### src/rtl/xbar_cfg_pkg.sv
// Shared types and sizing for the crossbar configuration loader.
package xbar_cfg_pkg;

    typedef enum logic [1:0] {
        IDLE      = 2'd0,
        WAIT_WORD = 2'd1,
        SHIFT     = 2'd2,
        DONE      = 2'd3
    } state_t;

    // Bits held by one SRL-based LUT in the chain.
    localparam int SRL_DEPTH = 32;

    // 3-layer crossbar of 5-input LUTs: ceil(N/5) + ceil(ceil(N/5)/5) + 1.
    function automatic int lut_count(input int n);
        int l1;
        l1 = (n + 4) / 5;
        return l1 + (l1 + 4) / 5 + 1;
    endfunction

    localparam int XBAR_INPUTS   = 125;
    localparam int DEF_CHAIN_LEN = lut_count(XBAR_INPUTS) * SRL_DEPTH;

endpackage

### src/rtl/xbar_cfg_piso.sv
// Parallel-load, serial-out word register with its remaining-bit counter.
// sout always shows the bit being presented to the chain this cycle; the
// register is cleared after the last counted bit so discarded upper bits of
// a partial word never appear on sout.
module cfg_piso #(
    parameter int WORD_W = 32,
    parameter int WB_W   = 6
) (
    input  logic              clk,
    input  logic              rst_n,
    input  logic              clear,
    input  logic              load,
    input  logic              shift,
    input  logic [WORD_W-1:0] data,
    input  logic [WB_W-1:0]   nbits,
    output logic              sout,
    output logic              last
);

    logic [WORD_W-1:0] sreg;
    logic [WB_W-1:0]   wbits;

    // Load a word, then shift it out LSB-first while counting down the bits to send.
    always_ff @(posedge clk or negedge rst_n) begin
        if (!rst_n) begin
            sreg  <= '0;
            wbits <= '0;
        end else if (clear) begin
            sreg  <= '0;
            wbits <= '0;
        end else if (load) begin
            sreg  <= data;
            wbits <= nbits;
        end else if (shift && (wbits != '0)) begin
            wbits <= wbits - WB_W'(1);
            sreg  <= (wbits == WB_W'(1)) ? '0 : (sreg >> 1);
        end
    end

    assign sout = sreg[0];
    assign last = (wbits == WB_W'(1));

endmodule

### src/rtl/xbar_cfg_loader.sv
// Streams configuration words onto the crossbar SRL scan chain.
//
//   state     | meaning
//   ----------+---------------------------------------------------------
//   IDLE      | no load active, SE low
//   WAIT_WORD | WORD_READY high, waiting for the next word
//   SHIFT     | SE high, one chain bit per cycle from the word register
//   DONE      | CHAIN_LEN bits shifted, DONE high until the next START
module xbar_cfg_loader
    import xbar_cfg_pkg::*;
#(
    parameter int WORD_W    = 32,
    parameter int CHAIN_LEN = DEF_CHAIN_LEN,
    parameter int CNT_W     = 16
) (
    input  logic              clk,
    input  logic              rst_n,
    input  logic              start,
    input  logic              abort,
    input  logic              word_valid,
    input  logic [WORD_W-1:0] word_data,
    output logic              word_ready,
    output logic              se,
    output logic              sin,
    output logic              busy,
    output logic              done,
    output logic [CNT_W-1:0]  bit_cnt
);

    localparam int               WB_W     = $clog2(WORD_W + 1);
    localparam logic [CNT_W-1:0] LEN      = CNT_W'(CHAIN_LEN);
    localparam logic [CNT_W-1:0] WORD_LEN = CNT_W'(WORD_W);

    state_t            state, state_nx;
    logic              hs, load_start, piso_last;
    logic [CNT_W-1:0]  remain;
    logic [WB_W-1:0]   load_bits;

    assign hs         = (state == WAIT_WORD) & word_valid & ~abort;
    assign load_start = start & ~abort & ((state == IDLE) | (state == DONE));
    assign remain     = LEN - bit_cnt;
    // The final word only contributes the bits still missing from the chain.
    assign load_bits  = (remain < WORD_LEN) ? WB_W'(remain) : WB_W'(WORD_W);

    cfg_piso #(
        .WORD_W (WORD_W),
        .WB_W   (WB_W)
    ) u_piso (
        .clk   (clk),
        .rst_n (rst_n),
        .clear (abort),
        .load  (hs),
        .shift ((state == SHIFT) & ~abort),
        .data  (word_data),
        .nbits (load_bits),
        .sout  (sin),
        .last  (piso_last)
    );

    // Next-state decode; abort overrides everything else.
    always_comb begin
        state_nx = state;
        if (abort) begin
            state_nx = IDLE;
        end else begin
            case (state)
                IDLE, DONE: if (start)      state_nx = WAIT_WORD;
                WAIT_WORD:  if (word_valid) state_nx = SHIFT;
                SHIFT: begin
                    if (piso_last)
                        state_nx = ((bit_cnt + CNT_W'(1)) == LEN) ? DONE : WAIT_WORD;
                end
                default:    state_nx = IDLE;
            endcase
        end
    end

    // State register plus outputs registered from the next state, so SE is never high outside SHIFT.
    always_ff @(posedge clk or negedge rst_n) begin
        if (!rst_n) begin
            state      <= IDLE;
            se         <= 1'b0;
            word_ready <= 1'b0;
            busy       <= 1'b0;
            done       <= 1'b0;
            bit_cnt    <= '0;
        end else begin
            state      <= state_nx;
            se         <= (state_nx == SHIFT);
            word_ready <= (state_nx == WAIT_WORD);
            busy       <= (state_nx == WAIT_WORD) || (state_nx == SHIFT);
            done       <= (state_nx == DONE);
            if (load_start)
                bit_cnt <= '0;
            else if ((state == SHIFT) && !abort)
                bit_cnt <= bit_cnt + CNT_W'(1);
        end
    end

endmodule

### config.mk
export PLATFORM = sky130hd
export DESIGN_NAME = xbar_cfg_loader
export DESIGN_NICKNAME = d
export VERILOG_FILES = /design/src/rtl/xbar_cfg_pkg.sv /design/src/rtl/xbar_cfg_piso.sv /design/src/rtl/xbar_cfg_loader.sv
export SDC_FILE = /design/constraint.sdc
export NUM_CORES = 1
export LEC_CHECK = 0
export ABC_AREA = 0
export CORE_MARGIN = 2
export CORE_UTILIZATION = 30
export DETAILED_ROUTE_END_ITERATION = 10
export PLACE_DENSITY = 0.62
export REMOVE_ABC_BUFFERS = 1
export SYNTH_ARGS = -nofsm -noshare
export SYNTH_HDL_FRONTEND = slang
export SYNTH_SLANG_ARGS = --single-unit
### constraint.sdc
create_clock -name clk -period 3.61 [get_ports clk]
set_clock_uncertainty 0.15 [all_clocks]
set_input_delay 0.361 -clock clk [delete_from_list [all_inputs] [get_ports clk]]
set_output_delay 0.361 -clock clk [all_outputs]
set_load 0.03 [all_outputs]
==> results of run 1 <==
-- path summary, 6_finish.rpt --
kind	to	slack (ns)	cells after the start
min in group asynchronous	u_piso.sreg[18]	0.45	2
worst max-delay path	busy	0.57	8
worst min-delay path	u_piso.sreg[13]	0.33	2
max in group asynchronous	bit_cnt[4]	1.98	3
worst min register to register	u_piso.sreg[13]	0.33	2
worst max register to register	busy	0.57	8
-- per-layer routing --
metal / up-vias / part of all wire, % / GRT usage, %
li1: 1555 / - / -
met1: 1504 / 48 / 22.4
met2: 127 / 44 / 25.2
met3: 9 / 6.9 / 4.68
met4: 0 / 1.2 / 5.35
met5: - / 0 / 0
-- state kept, by name, indices dropped and copies added (netlist names) --
register      cells
u_piso.sreg      32
done              1
se                1
busy              1
word_ready        1
bit_cnt          16
u_piso.wbits      6
state             2
-- Yosys cell counts (all sizes together) (5+ instances only) --
master  instances  share of area (%)
clkbuf         31                3.3
and2            5               0.90
o31ai          25                5.4
nor2           18                1.9
o21ai          35                5.0
nand3          13                1.9
a22oi          31                6.7
nor3            7                1.1
dfrtp          60                 43
nand2          58                6.3
ha              9                3.2
xor2            5                1.3
a21oi          14                2.0
inv            13                1.4
nand4           7                1.3
-- area by class of cell --
class	instances	area share (%)
Timing Repair Buffer	63	13.7
Sequential cell	60	33.5
Clock inverter	5	1.68
Tap cell	143	3.99
Inverter	13	1.09
Clock buffer	11	5.42
Multi-Input combinational cell	292	40.6
-- cell families (layout without fill, tap and decap cells) --
kind of cell | count (synthesis) | count (layout) | synth area share [%]
xor gates and xnor gates | 9 | 9 | 2.26
adders and majority gates | 9 | 9 | 3.23
AOI/OAI and AO/OA | 135 | 135 | 26.4
buffers and inverters | 45 | 92 | 4.96
muxes | 5 | 5 | 1.47
DFF | 60 | 60 | 43.1
and+or+nand+nor | 134 | 134 | 18.6
-- per-stage QoR --
stage | std cells | worst slack, ns | TNS [ns]
after global placement | 570 | 0.668 | 0
after global routing | 587 | 0.304 | 0
after floorplan | 365 | -0.138 | -1.99
after detailed placement | 570 | 0.586 | 0
final | 587 | 0.570 | 0
after CTS | 587 | 0.544 | 0
-- power by group through the flow --
stage / Sequential (mW) / Clock [mW] / Combinational, mW
2_1_floorplan: 0.929 / 0 / 0.510
3_3_place_gp: 0.890 / 0 / 0.854
3_5_place_dp: 0.895 / 0 / 0.861
4_1_cts: 0.884 / 0.937 / 0.867
5_1_grt: 0.899 / 0.964 / 0.966
6_report: 0.885 / 0.921 / 0.860
-- critical path, stage by stage, from the launching register on --
cell     delay (ns)
dfrtp_1        0.56
ha_1           0.31
nand4_1        0.24
or4_1          0.63
nor3_1         0.25
a21oi_1        0.10
o31ai_1        0.38
ha_1           0.30
inv_1          0.06
==> flow_summary.yaml, run 1 <==
floorplan:
  rows: 39
  initial_core_util_pct: 30.6
  die_w_um: 112
  core_um2: 11400
  io_pins: 58
  die_area_um2: 12500
  fp.dieH_um: 112
logic_synthesis:
  synth_edf_count: 0
  postSynthCellCount: 397
  ys_seq_area_share_pct: 43.1
  synth-async-reset-ratio_pct: 100
  yosysWarnings: 0
  post_synth_num_cell_types: 51
  yosys_most_used_dff: "dfrtp_1"
  ys_ff_latch: 60
  syn_avg_cell_area_um2: 8.77
  syn-cell-area_um2: 3480
pwr:
  p_clk_share_pct: 34.5
  p_int_mw: 1.73
  powerDensity_nw_per_um2: 595
  power_switching_share_pct: 35.1
  switchingPower_mw: 0.936
  power.total_mw: 2.67
  seqPwrFrac_pct: 33.2
  irDropWorstVdd_uv: 316
  combPwrFrac_pct: 32.3
  p_leak_nw: 1.79
clock_network:
  ctsRootBufferMaster: "clkbuf_16"
  cts_tree: "built"
  insertion_delay_ns: 0.33
  cts_resized: 0
  postCtsSetupBuffers: 0
  cts_max_level: 3
  clk_pin_slew_ns: 0.05
  hold_buffers: 1
  cts_buffers: 9
  cts_sinks: 60
  cts_buffer_depth: 2
min_path:
  hp-start: "u_piso.sreg[13]"
  worstHoldPathType: "flip-flop to flip-flop"
cells_and_area:
  layout-drive-gt1-share_pct: 6.31
  final_common_cell: "dfrtp_1"
  post-route-util_pct: 39.4
  syn2layout_area_growth_pct: 28.6
  final_cell_mix: "dfrtp_1 (60), nand2_1 (58), clkdlybuf4s50_1 (56), o21ai_0 (35), a22oi_1 (31)"
  design_area_um2: 4480
  register_area_um2: 1500
  nets: 485
  diodes: 0
  multi_input_area_um2: 1820
  fillCellCount: 1150
routing:
  wl_mm: 9.70
  avgRoutedWirePerCell_um: 16.5
  via_per_inst: 5.44
  ant_nets: 0
  drtIter0Drc: 210
  drt-pass1-iter-count: 4
  drc_errors: 0
  vias: 3195
placed_design:
  io_buffers: 57
  placed_area_um2: 4150
  hpwl_mm: 6.63
  place_congestion: 0.911
sta:
  drv_slew: 0
  period_needed_ns: 3.04
  hold_viol_final: 0
  setup_viol: 0
  clock.fmax_mhz: 329
  maxSlewHeadroom_pct: 29.4
  rsz0062_at_grt: "no"
  final.period_utilization_pct: 84.2
  fin_hold_ws_ns: 0.327
  worst_pin_slew_ns: 1.05
worst_setup_path:
  cp-end-kind: "flip-flop"
  r2r_start: "bit_cnt[0]"
  cp_data_required_time_ns: 3.73
  cp-start-kind: "flip-flop"
  path_class: "flip-flop to flip-flop"
  arrival_ns: 3.16
  cp_max_fo: 12
  crit_start: "bit_cnt[0]"
global_routing:
  first_global_vias: 3249
  grt_pass1_wl_mm: 16.5
  grt_max_degree: 64
  grt-ovfl-total: 0
  grt_util_all_layers_pct: 16.4
  antenna_found_initial: 0
outcome:
  outcome: "finished, final reports clean"
run:
  maxCapViolations: 0
No activity file was read; power rests on OpenSTA's default activity.
==> inputs of run 2 (changes only) <==
- PLACE_DENSITY: 0.62 -> 0.64
- clock period: 3.61 -> 2.65 ns (I/O delays scaled with it)
==> run 2 against run 1 <==
  * Register-to-register slack worse by 0.54 ns
  * Die area is the same
  * Critical path type unchanged
  * Highest routed layer unchanged
  * Hold slack is essentially flat
==> flow_summary.yaml, run 2 (synthesized netlist as in run 1, its figures left out) <==
routing:
  drtIter0Drc: 244
  avgRoutedWirePerCell_um: 15.9
  wl_mm: 9.89
  via_per_inst: 5.29
  vias: 3284
  ant_nets: 0
  drc_errors: 0
  drt-pass1-iter-count: 5
pwr:
  p_leak_nw: 1.97
  irDropWorstVdd_uv: 278
  power.total_mw: 3.84
  powerDensity_nw_per_um2: 797
cells_and_area:
  reg_top3: "u_piso.sreg: 32 flops, bit_cnt: 16 flops, u_piso.wbits: 6 flops"
  diodes: 0
  layout-drive-gt1-share_pct: 15.7
  nets: 519
  stdcell_count: 621
  design_area_um2: 4820
  final_cell_mix: "nand2_1 (58), dfrtp_1 (58), clkdlybuf4s50_1 (56), buf_4 (37), o21ai_0 (35)"
  syn2layout_area_growth_pct: 38.5
  post-route-util_pct: 42.4
  largest_register_ffs: 32
  top_register: "u_piso.sreg"
global_routing:
  grt_pass1_wl_mm: 16.7
  grt-ovfl-total: 0
  first_global_vias: 3236
  busiest_layer: "met2"
  grt_use_met2_pct: 26.1
  grt_max_degree: 64
  grt.met3_usage_pct: 4.46
  grt_util_all_layers_pct: 16.5
  use_met1_pct: 22.1
  antenna_found_initial: 0
floorplan:
  fp.dieH_um: 112
  die_area_um2: 12500
  initial_core_util_pct: 30.6
  io_pins: 58
  die_w_um: 112
  core_um2: 11400
  rows: 39
clock_network:
  cts_buffer_depth: 2
  ctsRootBufferMaster: "clkbuf_16"
  cts_tree: "built"
  cts_max_level: 3
  cts_sinks: 60
  insertion_delay_ns: 0.33
  clk_pin_slew_ns: 0.06
  cts_buffers: 9
min_path:
  worstHoldPathType: "flip-flop to flip-flop"
placed_design:
  placed_area_um2: 4400
  place_congestion: 0.851
  io_buffers: 57
  dp_worst_setup_slack_ns: -0.144
  hpwl_mm: 6.89
  placed_cells: 600
worst_setup_path:
  cp_max_fo: 6
  cp_data_required_time_ns: 2.71
  cp_slowest_cell: "or4_4"
  crit_path_max_incr_delay_ns: 0.54
  worstPathCellList: "or4_4 -> o211a_1 -> or4_1 -> a2111o_1 -> o31a_1"
  arrival_ns: 2.68
  cp-start-kind: "flip-flop"
  cp-end-kind: "flip-flop"
  path_class: "flip-flop to flip-flop"
run:
  maxCapViolations: 0
sta:
  worst_pin_slew_ns: 0.712
  setup_viol: 0
  rsz0062_at_grt: "yes"
  maxSlewHeadroom_pct: 52.4
  final.period_utilization_pct: 98.8
  drv_slew: 0
  period_needed_ns: 2.62
  hold_viol_final: 0
  clock.fmax_mhz: 382
  fin_ws_ns: 0.0315
outcome:
  outcome: "finished, final reports clean"
[run 2: final cells by class]
| type | instances | area (µm²) |
|---|---|---|
| clock buffer | 9 | 225 |
| clock inverter | 7 | 98.8 |
| fill | 1119 | 6550 |
| inverter | 13 | 48.8 |
| multi-input combinational | 292 | 1870 |
| sequential | 60 | 1500 |
| tap | 143 | 179 |
| timing repair buffer | 97 | 893 |
[run 2: per-stage QoR]
step	setup TNS, ns	hold WS [ns]
floorplan	-34.40	-0.181
global placement	-0.0564	0.196
detailed placement	-0.320	0.207
CTS	-0.0162	0.330
global route	-0.0483	0.369
finish	0	0.327
[run 2: power breakdown]
group / switching [mW] / leakage, nW / internal (mW)
Clock: 0.444 / 0.156 / 0.827
Combinational: 0.817 / 0.994 / 0.590
Sequential: 0.100 / 0.823 / 1.07
Total: 1.36 / 1.97 / 2.48
[run 2: path summary, 6_finish.rpt]
kind	start	to	slack (ns)	depth (start not counted)
max	bit_cnt[3]	u_piso.wbits[5]	0.03	5
min	u_piso.sreg[3]	u_piso.sreg[3]	0.33	2
max reg2reg	bit_cnt[3]	u_piso.wbits[5]	0.03	5
min reg2reg	u_piso.sreg[3]	u_piso.sreg[3]	0.33	2
max in group asynchronous	rst_n	bit_cnt[1]	1.34	3
min in group asynchronous	rst_n	u_piso.sreg[20]	0.38	2
[run 2: worst max-delay path: cells and delay by family (launching register included)]
kind	cells	cell delay, ns
flops	1	0.39
compound gates	3	1.02
simple gates	2	0.93
[run 2: what timing repair did]
item | 4_1_cts | 5_1_grt
endpoints found under the setup margin | 5 | 23
pin swaps | 6 | 4
buffers inserted | 3 | 1
endpoints found under the hold margin | 28 | 0
gates cloned | 0 | 0
resized for setup | 5 | 10
hold buffers | 1 | 0
[run 2: metal layers]
metal / share of wire, % / vias to the layer above
met1: 48 / 1569
met5: 0 / -
li1: - / 1620
met2: 46 / 84
met3: 5.7 / 11
met4: 1.1 / 0
